$ cat config.mk
export PLATFORM = sky130hd
export DESIGN_NAME = thread_scheduler
export DESIGN_NICKNAME = d
export VERILOG_FILES = /design/src/rtl/thread_scheduler_pkg.sv /design/src/rtl/thread_scheduler_rr_arbiter.sv /design/src/rtl/thread_scheduler.sv
export SDC_FILE = /design/constraint.sdc
export NUM_CORES = 1
export LEC_CHECK = 0
export BUFFER_PORTS_ARGS = -buffer_cell sky130_fd_sc_hd__buf_2
export CORE_MARGIN = 5
export CORE_UTILIZATION = 50
export DETAILED_ROUTE_END_ITERATION = 6
export PLACE_DENSITY = 0.72
export SYNTH_ARGS = -nofsm -noshare
export SYNTH_HDL_FRONTEND = slang
export SYNTH_HIERARCHICAL = 1
export SYNTH_SLANG_ARGS = --single-unit
$ cat constraint.sdc
create_clock -name clk -period 4 [get_ports clk]
set_clock_uncertainty 0.2 [all_clocks]
set_input_delay 1 -clock clk [delete_from_list [all_inputs] [get_ports clk]]
set_output_delay 1 -clock clk [all_outputs]
set_load 0.02 [all_outputs]
$ cat src/rtl/thread_scheduler_pkg.sv
// Shared definitions for the thread scheduler.
// Holds the per-thread state encoding and the cooldown counter sizing.
package thread_scheduler_pkg;

  typedef enum logic [1:0] {
    TS_IDLE     = 2'd0,
    TS_READY    = 2'd1,
    TS_COOLDOWN = 2'd2,
    TS_DRAIN    = 2'd3
  } thread_state_e;

  localparam int DEFAULT_PIPE_DEPTH = 7;

  // Counter width for a given pipeline depth; never narrower than one bit.
  function automatic int cnt_width(input int depth);
    return (depth > 1) ? $clog2(depth) : 1;
  endfunction

  localparam int CNT_W = cnt_width(DEFAULT_PIPE_DEPTH);

endpackage

$ cat src/rtl/thread_scheduler_rr_arbiter.sv
// Round-robin arbiter (combinational).
// Ports:
//   req_i         one request bit per thread
//   ptr_i         index of the last granted thread; search starts at ptr_i+1
//   grant_idx_o   first requesting index found (ptr_i when nothing requests)
//   grant_valid_o at least one request present
module rr_arbiter #(
  parameter int IDX_BITS = 3
) (
  input  logic [(2**IDX_BITS)-1:0] req_i,
  input  logic [IDX_BITS-1:0]      ptr_i,
  output logic [IDX_BITS-1:0]      grant_idx_o,
  output logic                     grant_valid_o
);

  localparam int N = 2**IDX_BITS;

  logic [IDX_BITS-1:0] idx_s;

  // Scan offsets from farthest to nearest so the nearest request after
  // the pointer is the one left standing; index arithmetic wraps mod N.
  always_comb begin
    grant_idx_o   = ptr_i;
    grant_valid_o = 1'b0;
    idx_s         = ptr_i;
    for (int i = N; i >= 1; i--) begin
      idx_s         = ptr_i + IDX_BITS'(i);
      grant_idx_o   = req_i[idx_s] ? idx_s : grant_idx_o;
      grant_valid_o = grant_valid_o | req_i[idx_s];
    end
  end

endmodule

$ cat src/rtl/thread_scheduler.sv
// Barrel-style thread scheduler: picks at most one READY thread per cycle
// in round-robin order and enforces a minimum re-issue distance.
// Config macro: THREAD_SCHED_HAZARD_GUARD_EN enables COOLDOWN/DRAIN states
// and per-thread counters; without it an issued thread stays READY.
// Ports:
//   clk, reset (sync, active-low)
//   in_start_valid/in_start_thread_index  start an IDLE thread
//   in_halt_valid/in_halt_thread_index    halt a thread (wins over start)
//   in_stall                              freeze issue, counters and pointer
//   out_issue_valid, out_thread_index, out_increment_flag  issue result
//   out_active_mask, out_idle             thread occupancy status
module thread_scheduler
  import thread_scheduler_pkg::*;
#(
  parameter int THREAD_INDEX_BITS = 3,
  parameter int PIPE_DEPTH        = DEFAULT_PIPE_DEPTH
) (
  input  logic                           clk,
  input  logic                           reset,
  input  logic                           in_start_valid,
  input  logic [THREAD_INDEX_BITS-1:0]   in_start_thread_index,
  input  logic                           in_halt_valid,
  input  logic [THREAD_INDEX_BITS-1:0]   in_halt_thread_index,
  input  logic                           in_stall,
  output logic                           out_issue_valid,
  output logic [THREAD_INDEX_BITS-1:0]   out_thread_index,
  output logic                           out_increment_flag,
  output logic [(2**THREAD_INDEX_BITS)-1:0] out_active_mask,
  output logic                           out_idle
);

  localparam int IW = THREAD_INDEX_BITS;
  localparam int NT = 2**THREAD_INDEX_BITS;
`ifdef THREAD_SCHED_HAZARD_GUARD_EN
  localparam int CW = cnt_width(PIPE_DEPTH);
  localparam logic [CW-1:0] CNT_LOAD = CW'(PIPE_DEPTH - 1);

  logic [CW-1:0] cnt_q [NT];
  logic [CW-1:0] cnt_d [NT];
`endif

  thread_state_e state_q [NT];
  thread_state_e state_d [NT];
  logic [IW-1:0] ptr_q, ptr_d;
  logic [NT-1:0] req_s, start_s, halt_s;
  logic [IW-1:0] grant_idx_s;
  logic          grant_valid_s, issue_s;

  logic          issue_valid_q, issue_valid_d;
  logic [IW-1:0] thread_index_q, thread_index_d;
  logic [NT-1:0] active_mask_q, active_mask_d;
  logic          idle_q, idle_d;

  rr_arbiter #(.IDX_BITS(IW)) u_rr_arbiter (
    .req_i         (req_s),
    .ptr_i         (ptr_q),
    .grant_idx_o   (grant_idx_s),
    .grant_valid_o (grant_valid_s)
  );

  // Per-thread request decode; halt masks a same-cycle start.
  always_comb begin
    req_s   = '0;
    halt_s  = '0;
    start_s = '0;
    for (int t = 0; t < NT; t++) begin
      req_s[t]   = (state_q[t] == TS_READY);
      halt_s[t]  = in_halt_valid & (in_halt_thread_index == IW'(t));
      start_s[t] = in_start_valid & (in_start_thread_index == IW'(t)) & ~halt_s[t];
    end
  end

  assign issue_s = grant_valid_s & ~in_stall;

  // Thread state machines and issue/status next values.
  always_comb begin
    for (int t = 0; t < NT; t++) begin
      state_d[t] = state_q[t];
`ifdef THREAD_SCHED_HAZARD_GUARD_EN
      cnt_d[t]   = cnt_q[t];
`endif
      case (state_q[t])
        TS_IDLE: begin
          if (start_s[t]) state_d[t] = TS_READY;
          else            state_d[t] = TS_IDLE;
        end
        TS_READY: begin
          if (halt_s[t]) begin
            state_d[t] = TS_IDLE;
          end else if (issue_s && (grant_idx_s == IW'(t))) begin
`ifdef THREAD_SCHED_HAZARD_GUARD_EN
            state_d[t] = TS_COOLDOWN;
            cnt_d[t]   = CNT_LOAD;
`else
            state_d[t] = TS_READY;
`endif
          end else begin
            state_d[t] = TS_READY;
          end
        end
`ifdef THREAD_SCHED_HAZARD_GUARD_EN
        // The decrement that reaches zero also releases the thread, so the
        // same thread re-issues exactly PIPE_DEPTH unstalled cycles later.
        TS_COOLDOWN: begin
          if (!in_stall) begin
            cnt_d[t] = cnt_q[t] - CW'(1);
            if (cnt_q[t] <= CW'(1)) state_d[t] = halt_s[t] ? TS_IDLE : TS_READY;
            else                    state_d[t] = halt_s[t] ? TS_DRAIN : TS_COOLDOWN;
          end else begin
            state_d[t] = halt_s[t] ? TS_DRAIN : TS_COOLDOWN;
          end
        end
        TS_DRAIN: begin
          if (!in_stall) begin
            cnt_d[t] = cnt_q[t] - CW'(1);
            if (cnt_q[t] <= CW'(1)) state_d[t] = TS_IDLE;
            else                    state_d[t] = TS_DRAIN;
          end else begin
            state_d[t] = TS_DRAIN;
          end
        end
`endif
        default: state_d[t] = TS_IDLE;
      endcase
    end

    issue_valid_d  = issue_s;
    thread_index_d = issue_s ? grant_idx_s : thread_index_q;
    ptr_d          = issue_s ? grant_idx_s : ptr_q;
    active_mask_d  = '0;
    for (int t = 0; t < NT; t++) begin
      active_mask_d[t] = (state_d[t] != TS_IDLE);
    end
    idle_d = ~|active_mask_d;
  end

  // State, counter, pointer and output registers with synchronous reset.
  always_ff @(posedge clk) begin
    if (!reset) begin
      for (int t = 0; t < NT; t++) begin
        state_q[t] <= TS_IDLE;
`ifdef THREAD_SCHED_HAZARD_GUARD_EN
        cnt_q[t]   <= '0;
`endif
      end
      ptr_q          <= IW'(NT - 1);
      issue_valid_q  <= 1'b0;
      thread_index_q <= '0;
      active_mask_q  <= '0;
      idle_q         <= 1'b1;
    end else begin
      for (int t = 0; t < NT; t++) begin
        state_q[t] <= state_d[t];
`ifdef THREAD_SCHED_HAZARD_GUARD_EN
        cnt_q[t]   <= cnt_d[t];
`endif
      end
      ptr_q          <= ptr_d;
      issue_valid_q  <= issue_valid_d;
      thread_index_q <= thread_index_d;
      active_mask_q  <= active_mask_d;
      idle_q         <= idle_d;
    end
  end

  assign out_issue_valid    = issue_valid_q;
  assign out_increment_flag = issue_valid_q;
  assign out_thread_index   = thread_index_q;
  assign out_active_mask    = active_mask_q;
  assign out_idle           = idle_q;

endmodule
==> run summary, run 1 <==
For the pin with the worst max-slew slack, the measured transition is 487 ps. After synthesis, the mean cell area works out to 8.86 um2. During synthesis, Yosys emitted a total of 6 warnings. After detailed placement, the total cell area comes to 0.00160 mm2. VDD sags by at most 0.000208 V.

The leakage power was 0.734 nW; the number of global-route vias before repair was 1,315. The routed wire length on met3 is 187 um. The delay of the slowest critical-path stage was 470 ps; the relative slew slack was 67.4%.

Number of slew-limit violations in the final report: 0. Yosys attributes the largest share of cell area to dfxtp_1 (24%), mux4_2 (10%), nand2_1 (5.9%). The number of DRC markers in iteration 0 was 96; the via count was 1,373. The flow ran to the end, and the final reports show no timing, DRC or antenna violations. The detailed-routed wire length on met2 was 1.70 mm. The tools report the largest net degree at the start of global routing as 19. Summing all non-filler instances in the final layout gives an area of 0.00164 mm2.

Measured along the x axis, the die boundary spans 65.4 um. The logs give 0 for the reported max-cap violation count and 51.0% for the initial core utilization. Across every metal layer, demand over resource in global routing totals 17.9%. The routed design has 3.54 mm of wire. The die is 65.4 um tall.

The share of the yosys chip area belonging to registers is 23.5%, and the number of post-CTS setup repair buffers is 0. The power density relative to cell area was 477 mW/mm2; the residual overflow from global routing was 0. Of all nets on the critical path, the largest fanout is 8. TritonCTS built the clock tree. The logs give 18 for the CTS sink count and 3030 ps for the worst endpoint data arrival time. The signal on the critical path passes through inv_1, ha_1, mux4_2, nor2b_4, a21oi_2, nand3_1, or4_1, nand2b_1, nand2_1, a21boi_0. The number of nets handed over by synthesis was 186. In the final layout, flip-flops and latches occupy 360 um2.

In the final timing run, aggregate negative setup slack is 0 ps. The most instantiated flip-flop cell in the synthesis netlist is dfxtp_1. The most common cell in the synthesized netlist is nand2_1.

Number of buffer and inverter stages on the critical path: 1. Setup violations remaining at the end of the flow were counted as 0. Yosys mapped the design onto 54 distinct sky130hd cell types. The count of buffers added on input and output ports is 24. The source-to-sink clock delay at the later pin of the worst-skew pair is 310 ps. STA classifies the critical path endpoint as a flop.

For the worst setup path, the data required time is 4030 ps. From synthesis to final layout, the design area changed by 6.86%. After detailed routing, the average wire length per cell comes to 16.0 um. The floorplan step defined a core boundary enclosing 0.00300 mm2. 0 antenna diodes ended up in the layout. The run gives 0 as the hold violation total from the final report. The routed design could run at a clock period as short as 3010 ps. The clock transition time at the flip-flop clock pins of the worst setup and hold paths was 100 ps; the area enclosed by the die boundary was 0.00427 mm2.

The initial antenna violation count is 0, and the portion of synthesized cell area occupied by the leading cell type is 23.5%. The detailed router put a total of 1.59 mm of wire on met1. The number of enable-type register cells in the synthesized netlist is 0.

The commonest cells after synthesis are nand2_1 (24), dfxtp_1 (18), mux2i_1 (8). The run gives 173 as the number of instances in the synthesized netlist. The cell sitting at the root of the clock tree is a clkbuf_4. After detailed routing, the number of remaining DRC violations is 0.

The first global-routing pass estimated 6.09 mm of wire. Clock tree synthesis inserted a total of 3 buffers. The kind of cell with the highest combined delay along the critical path is simple AND/OR/NAND/NOR gates.

Post-layout net count: 202. STA classifies the critical path startpoint as a flop. The number of top-level pins was 25. The path type of the worst setup path was reg -> reg. Setup repair after global routing left no endpoint under its margin. The count of TritonRoute iterations in the first routing pass came out at 5. The clock passes through at most 2 buffers.

The per-cell via count in the routed design was 6.21. The cell row count is 20. For this design, the slowest cell found on the critical path is ha_1. Of the available clock period, the critical path in the final layout requires 75.1%. For the number of fillers in the final layout, the log shows 276. The fraction of layout cells with a size suffix above 1 came out at 26.1%. The flop and latch count out of synthesis is 18, and the fmax is 333 MHz. The logs give 1 for the level count of the clock H-tree and 221 for the final cell count without fillers. The tools report the global placer's final weighted congestion as 0.820. After detailed routing, no signal wire sits above met4. Summing all multi-input logic gate instances after layout gives 0.00104 mm2.

The cell taking the most area after synthesis was dfxtp_1. The wire-length estimate of the detail-placed layout is 2.69 mm. After synthesis, the share of flip-flops with an asynchronous set or reset is 0%. Once detail routing completed, the nets flagged for antenna violations numbered 0.

In this run the worst hold path is classified as reg -> reg. In this run, post-CTS hold repair placed 0 buffers. Including well taps, the total number of placed cells is 217.

Post-CTS repair changed the size of 0 cells. The mapped netlist covers 0.00153 mm2.
-- power by group --
group	leakage, nW	internal [mW]	switching [mW]
registers	0.147	0.209	0.0297
logic	0.566	0.180	0.245
clock network	0.0210	0.0556	0.0614
-- stage by stage --
step	util, %	total power, mW	hold WS [ps]	worst slack, ps
after floorplan	-	0.589	239	977
after global placement	53.3	0.660	258	1070
after detailed placement	53.3	0.666	267	1040
after CTS	54.5	0.783	281	1000
after global routing	54.5	0.841	315	768
final	54.5	0.781	276	994
-- metal layers --
layer / vias to the layer above / global-route usage (%)
li1: 682 / -
met1: 644 / 23.4
met2: 42 / 29.7
met3: 5 / 1.54
met4: 0 / 8.03
met5: - / 0
-- sequential cells by signal (all words and copies together) (netlist names) --
name,count
out_idle,1
ptr_q,3
out_increment_flag,1
out_thread_index,3
out_active_mask,8
state_q,2
-- path summary, 6_finish.rpt --
check                            from                  end  slack (ps)  cells after the start
setup reg to reg             ptr_q[1]  out_thread_index[0]         990                     10
setup / recovery             ptr_q[1]  out_thread_index[0]         990                     10
hold reg to reg   out_thread_index[1]  out_thread_index[1]         280                      2
hold / removal    out_thread_index[1]  out_thread_index[1]         280                      2
-- area by class of cell --
class                   count  share of cell area (%)
multi-input cells         133                    63.4
flip-flops and latches     18                    22.0
repair buffers             26                    8.25
well taps                  33                    2.52
clock buffers               4                    2.22
inverters                   7                    1.60
-- worst min-delay path: stages, from the launching register on --
cell	delay, ps
dfxtp_1	320
nand2_1	50
a21boi_0	70
-- cells by family (layout without fill, tap and decap cells) --
family                   after synthesis  count (layout)  share of synthesized area [%]
AO/OA/AOI/OAI                         42              42                           20.4
XOR/XNOR                               4               4                           2.29
adder cells (fa/ha/maj)                2               2                           1.63
buffers and inverters                 22              37                           8.73
flip-flops                            18              18                           23.5
multiplexers                          20              20                           19.6
AND/OR/NAND/NOR                       65              65                           23.8
-- cell usage in the layout, fill, tap and decap left out, types with 2 or more instances in the layout --
master	netlist	layout
a211oi_1	5	5
a21boi_0	3	3
a21oi_1	7	7
a221oi_1	3	3
a22oi_1	3	3
a31oi_1	4	4
and2_1	2	2
buf_2	1	24
buf_4	7	2
clkbuf_4	0	3
dfxtp_1	18	18
ha_1	2	2
inv_1	7	7
mux2_2	3	3
mux2i_1	8	8
mux4_2	7	7
nand2_1	24	24
nand3_1	7	7
nor2_1	7	7
nor2b_1	4	4
nor3b_1	7	7
o2111ai_1	2	2
o21a_1	2	2
o21ai_0	2	2
o31ai_1	2	2
xnor2_1	2	2
xor2_1	2	2
No activity file was read; power rests on OpenSTA's default activity.
==> inputs of run 2 (changes only) <==
==> constraint.sdc (replaced) <==
create_clock -name clk -period 3.1 [get_ports clk]
set_clock_uncertainty 0.2 [all_clocks]
set_input_delay 0.775 -clock clk [delete_from_list [all_inputs] [get_ports clk]]
set_output_delay 0.775 -clock clk [all_outputs]
set_load 0.02 [all_outputs]
==> run summary, run 2 (synthesized netlist as in run 1, its figures left out) <==
The run finished with clean final reports. Clock tree synthesis selected as its root buffer the cell clkbuf_4. The clock period minus final worst setup slack is 2880 ps (-130 ps), and the worst hold slack after final layout is 284 ps (+8.31 ps).

The number of input and output port buffers inserted was 24 (unchanged); the post-layout net count was 203 (+0.50%). The run gives 6.29 mm (+3.4%) as the global-route wire length before repair. The flip-flop count of the largest register, all copies and words added is 8 (unchanged), and the number of fillers in the final layout is 279 (+1.1%). The fmax came out at 348 MHz (+4.5%). The min-delay analysis places its worst path in the category reg -> reg. The tools report the maximum clock path buffer count as 2 (unchanged).

In the layout the commonest cells are nand2_1 (24), buf_2 (24), dfxtp_1 (18). The logs give 1,418 (+7.8%) for the number of global-route vias before repair and 0 (unchanged) for the quantity of gates resized following cts. The worst-case setup margin in the final layout is 224 ps (-770 ps), and the worst path required time is 3120 ps (-910 ps). The remaining routing DRC violations came out at 0 (unchanged). The run gives 0 (unchanged) as the initial antenna violation count. The tools report the count of inserted antenna diode cells as 0 (unchanged). The die span in x works out to 65.4 um (unchanged).

The tools report the largest voltage drop on the vdd net as 0.000309 V (+49%). The run gives 18 (unchanged) as the CTS sink count. Final cell count without fillers: 222 (+0.45%). The wire length per cell after detailed routing came out at 17.1 um (+6.7%). Path type of the worst setup path: reg -> reg.

For the hold violation total from the final report, the log shows 0 (unchanged). TritonCTS built the clock tree. The largest fanout on the critical path came out at 8 (unchanged). The tools report the number of post-CTS setup repair buffers as 0 (unchanged).

The via count was 1,418 (+3.3%). Endpoint class of the critical path: a flop. Initial core utilization: 51.0% (unchanged).

Portion of the clock cycle consumed by the worst path in the final layout: 92.8% (+18 points). For the placed instance count, the log shows 218 (+0.46%). The global placer's final weighted congestion was 0.906 (+10%); the power density relative to cell area was 623 mW/mm2 (+31%). The tools report the number of top-level pins as 25 (unchanged). The tools report the aggregate negative setup slack as 0 ps (unchanged).

The HPWL after detailed placement was 2.80 mm (+4.2%); the clock transition time at the flip-flop clock pins of the worst setup and hold paths was 100 ps (about the same). The run gives 18.5% (+0.67 points) as the combined global-route utilization of all metal layers. The largest net degree at the start of global routing is 19 (unchanged), and the cell row count is 20 (unchanged). Worst slack at placement: 203 ps (-839 ps). The leakage power came out at 0.739 nW (+0.64%). The fraction of layout cells with a size suffix above 1 was 27.5% (+1.4 points); the routed wire length was 3.79 mm (+7.2%). The logs give 0 (unchanged) for the number of failing setup endpoints in the final timing report and 0 (unchanged) for the remaining antenna violation count after routing. Critical path launch point type: a flop. The core box area was 0.00300 mm2 (unchanged); the number of slew-limit violations in the final report was 0 (unchanged). The residual overflow from global routing came out at 0 (unchanged). The layout overhead on the synthesized area is 8.00%. The total CTS buffers is 3 (unchanged), and the count of TritonRoute iterations in the first routing pass is 5 (unchanged).

The height of the chip was 65.4 um (unchanged); the worst endpoint data arrival time was 2890 ps (-140 ps). The overall power of the completed layout came out at 1.03 mW (+32%). The actual transition at the worst max-transition pin was 453 ps (-34.3 ps); the reported max-cap violation count was 0 (unchanged). The run gives 0.00427 mm2 (unchanged) as the area enclosed by the die boundary.

The per-cell via count in the routed design works out to 6.39 (+2.8%). Number of DRC markers in iteration 0: 75 (-22%). The source-to-sink clock delay at the later pin of the worst-skew pair is 300 ps (about the same). For the relative slew slack, the log shows 69.7% (+2.3 points). The level count of the clock H-tree is 1 (unchanged), and the hold buffer count at CTS is 0 (unchanged).
==> run 2: changes by cell type in the layout (fill, tap and decap cells not counted) <==
cell    change
buf_4       +1
ha_1        -1
ha_2        +1
xor2_1      -1
xor2_2      +1
==> run 2: final cells by class <==
type,count,area [um2],share of cell area (%)
clock buffer,4,36.3,2.19
inverter,7,26.3,1.59
multi-input combinational,133,1050,63.3
sequential,18,360,21.8
tap,33,41.3,2.49
timing repair buffer,27,143,8.62
==> run 2: worst paths after layout <==
| check | startpoint | end | slack, ps | cells after the start |
|---|---|---|---|---|
| setup reg to reg | ptr_q[1] | out_thread_index[0] | 220 | 10 |
| hold / removal | out_thread_index[2] | out_thread_index[2] | 280 | 2 |
| hold reg to reg | out_thread_index[2] | out_thread_index[2] | 280 | 2 |
| setup / recovery | ptr_q[1] | out_thread_index[0] | 220 | 10 |
==> run 2: power by group <==
group          leakage [nW]  internal (mW)  switching (mW)  total [mW]
Combinational         0.570          0.242           0.328       0.570
Sequential            0.147          0.270          0.0409       0.310
Clock                0.0210         0.0717          0.0781       0.150
==> run 2: critical path, stage by stage, from the launching register on <==
cell and delay [ps]:
dfxtp_1 340, inv_1 70, ha_2 410, mux4_2 390, nor2b_4 170, a21oi_2 200, nand3_1 110, or4_1 430
nand2b_1 200, nand2_1 70, a21boi_0 200
==> run 2: metal layers <==
metal	share of wire, %	vias to the layer above	GRT usage, %
met5	0	-	0
met4	1.4	0	7.25
met3	4.3	6	1.88
met2	49	47	31.5
met1	45	682	24.0
li1	-	683	-
==> run 2: per-stage QoR <==
| step | util [%] | area [um2] |
|---|---|---|
| floorplan | - | 1530 |
| global placement | 53.6 | 1610 |
| detailed placement | 53.6 | 1610 |
| CTS | 54.8 | 1650 |
| finish | 55.1 | 1660 |
| global route | 55.1 | 1660 |
==> inputs of run 3 (changes only) <==
--- a/config.mk
+++ b/config.mk
@@ -9,7 +9,7 @@
 export CORE_MARGIN = 5
 export CORE_UTILIZATION = 50
 export DETAILED_ROUTE_END_ITERATION = 6
-export PLACE_DENSITY = 0.72
+export PLACE_DENSITY = 0.75
 export SYNTH_ARGS = -nofsm -noshare
 export SYNTH_HDL_FRONTEND = slang
 export SYNTH_HIERARCHICAL = 1
==> constraint.sdc (replaced) <==
create_clock -name clk -period 2.39 [get_ports clk]
set_clock_uncertainty 0.2 [all_clocks]
set_input_delay 0.5975 -clock clk [delete_from_list [all_inputs] [get_ports clk]]
set_output_delay 0.5975 -clock clk [all_outputs]
set_load 0.02 [all_outputs]
==> run summary, run 3 (synthesized netlist as in run 1, its figures left out) <==
The power density relative to cell area is 825 mW/mm2 (+33%), and the cell row count is 20 (unchanged). The CTS sink count is 18 (unchanged). The portion of the clock cycle consumed by the worst path in the final layout was 107% (+14 points).

The number of top-level pins came out at 25 (unchanged). For hold timing, the worst endpoint is out_thread_index[1]. By startpoint and endpoint, the worst setup path is classified as reg -> reg. The run gives 0.930 nW (+26%) as the leakage power. The placed instance count was 248 (+14%); the wire length per cell after detailed routing was 17.1 um (about the same). The reported max-cap violation count came out at 0 (unchanged). The clock transition time at the flip-flop clock pins of the worst setup and hold paths was 100 ps (about the same); the number of failing setup endpoints in the final timing report was 7 (+7). Leaving out fill and tap cells, the most frequent cell in the layout is buf_4. The area enclosed by the die boundary is 0.00427 mm2 (unchanged).

For the post-layout net count, the log shows 238 (+17%). TritonCTS built the clock tree. Setup repair after global routing could not meet its margin everywhere. The height of the chip works out to 65.4 um (unchanged). The tools report the critical path launch point type as a flop. The initial antenna violation count is 0 (unchanged), and the level count of the clock H-tree is 1 (unchanged).

The actual transition at the worst max-transition pin is 435 ps (-18.3 ps). The number of cells on the worst reg-to-reg path was 9 (-1); the number of fillers in the final layout was 227 (-19%). Worst slack at placement: -271 ps (-474 ps).

The signal on the critical path passes through inv_6, ha_4, mux4_2, a221o_1, a32o_2, a21oi_1, a211oi_2, nand2_2, nand3_1. The source of the worst hold timing path is out_thread_index[1]. The number of input and output port buffers inserted was 24 (unchanged); the largest net degree at the start of global routing was 19 (unchanged). The worst setup path is captured at a flop. Grouping stages by cell kind, the critical path spends the most delay in compound AO/OA/AOI/OAI gates. The global placer's final weighted congestion was 0.912 (+0.70%). The logs give 392 MHz (+13%) for the fmax and 280 ps (-20 ps) for the source-to-sink clock delay at the later pin of the worst-skew pair. In the layout the commonest cells are buf_4 (38), buf_2 (24), nand2_1 (21). The run gives 0 (unchanged) as the remaining routing DRC violations.

The total CTS buffers is 3 (unchanged), and the largest fanout on the critical path is 5 (-3). The core box area came out at 0.00300 mm2 (unchanged). The clock period minus final worst setup slack works out to 2550 ps (-323 ps).

The maximum clock path buffer count is 2 (unchanged). The flow ran to the end, but the final reports show violations. Worst reg2reg path endpoint: ptr_q[2]. The residual overflow from global routing was 0 (unchanged).

The tightest min-delay check is of the reg -> reg type. The delay of the slowest critical-path stage came out at 410 ps (-20 ps). The worst hold path stage count came out at 2 (unchanged). The tools report the global-route wire length before repair as 7.27 mm (+16%). For the number of DRC markers in iteration 0, the log shows 68 (-9.3%). The number of global-route vias before repair is 1,620 (+14%), and the final cell count without fillers is 257 (+16%).

The checks that failed: negative setup slack. The combined global-route utilization of all metal layers was 21.4% (+2.8 points). The number of buffer and inverter stages on the critical path was 1 (unchanged); the per-cell via count in the routed design was 6.21 (-2.8%). The slowest stage of the critical path is the dfxtp_4 cell. The largest voltage drop on the vdd net is 0.000558 V (+80%), and the routed wire length is 4.39 mm (+16%).

The run gives 71.0% (+1.2 points) as the relative slew slack. The tools report the number of slew-limit violations in the final report as 0 (unchanged). The die span in x was 65.4 um (unchanged); the layout overhead on the synthesized area was 32.4%. The worst hold slack after final layout was 268 ps (-16.0 ps). The placed standard-cell area is 0.00186 mm2 (+16%), and the worst path required time is 2360 ps (-760 ps).

The flip-flop count of the largest register, all copies and words added is 8 (unchanged), and the count of TritonRoute iterations in the first routing pass is 5 (unchanged). The tools report the remaining antenna violation count after routing as 0 (unchanged). The cell sitting at the root of the clock tree is a clkbuf_4. Hold violation total from the final report: 0 (unchanged).

The hold buffer count at CTS came out at 0 (unchanged). The HPWL after detailed placement is 3.29 mm (+17%), and the worst-case setup margin in the final layout is -164 ps (-387 ps). The worst endpoint data arrival time was 2520 ps (-370 ps). The count of inserted antenna diode cells was 0 (unchanged); the minimum setup slack among reg-to-reg paths was -160 ps (-390 ps). Finished layout cell area: 0.00203 mm2 (+23%). The startpoint of the worst register-to-register path is ptr_q[1]. The fraction of layout cells with a size suffix above 1 was 48.2% (+21 points); the initial core utilization was 51.0% (unchanged). The tools report the via count as 1,595 (+12%).
[run 3: repair_timing]
action | 4_1_cts | 5_1_grt
pin swaps | 6 | 3
setup buffers | 4 | 1
gates resized for setup | 16 | 5
endpoints found under the setup margin | 7 | 7
[run 3: layer usage]
metal / share of wire [%] / GRT usage (%) / up-vias
li1: - / - / 758
met1: 40 / 24.3 / 768
met2: 53 / 40.2 / 49
met3: 3.7 / 2.22 / 20
met4: 3.9 / 8.55 / 0
met5: 0 / 0 / -
[run 3: worst max-delay path by stage]
stage	startpoint	end	slack (ps)	cells past startpoint
after floorplan	ptr_q[1]	out_thread_index[0]	-410	13
after global placement	ptr_q[0]	out_thread_index[0]	-210	10
after detailed placement	ptr_q[0]	out_thread_index[0]	-270	9
after CTS	ptr_q[1]	ptr_q[2]	-140	10
after global routing	ptr_q[0]	ptr_q[0]	-270	10
final	ptr_q[1]	ptr_q[2]	-160	9
[run 3: final cells by class]
cell class                      count  area, um2  area share (%)
Clock buffer                        4       36.3            1.79
Inverter                            7       33.8            1.66
Multi-Input combinational cell    133       1140            56.4
Sequential cell                    18        368            18.1
Tap cell                           33       41.3            2.03
Timing Repair Buffer               62        405            20.0
[run 3: worst reg2reg max path, delay by kind of cell (launching register included)]
| family | cells | cell delay [ps] |
|---|---|---|
| AO/OA/AOI/OAI | 4 | 960 |
| flip-flops | 1 | 410 |
| multiplexers | 1 | 390 |
| adder cells (fa/ha/maj) | 1 | 280 |
| AND/OR/NAND/NOR | 2 | 140 |
| buffers and inverters | 1 | 50 |
[run 3: report_power, final]
group | switching (mW) | internal [mW] | total (mW) | leakage, nW
Clock | 0.0913 | 0.0927 | 0.184 | 0.0210
Sequential | 0.0536 | 0.354 | 0.408 | 0.147
Combinational | 0.562 | 0.520 | 1.08 | 0.762
[run 3: through the flow]
step / power, mW / setup TNS (ps) / utilization, %
after floorplan: 1.04 / -2680 / -
after global placement: 1.29 / -1120 / 62.1
after detailed placement: 1.32 / -1530 / 62.1
after CTS: 1.61 / -828 / 66.7
after global routing: 1.77 / -1770 / 67.6
final: 1.67 / -963 / 67.6
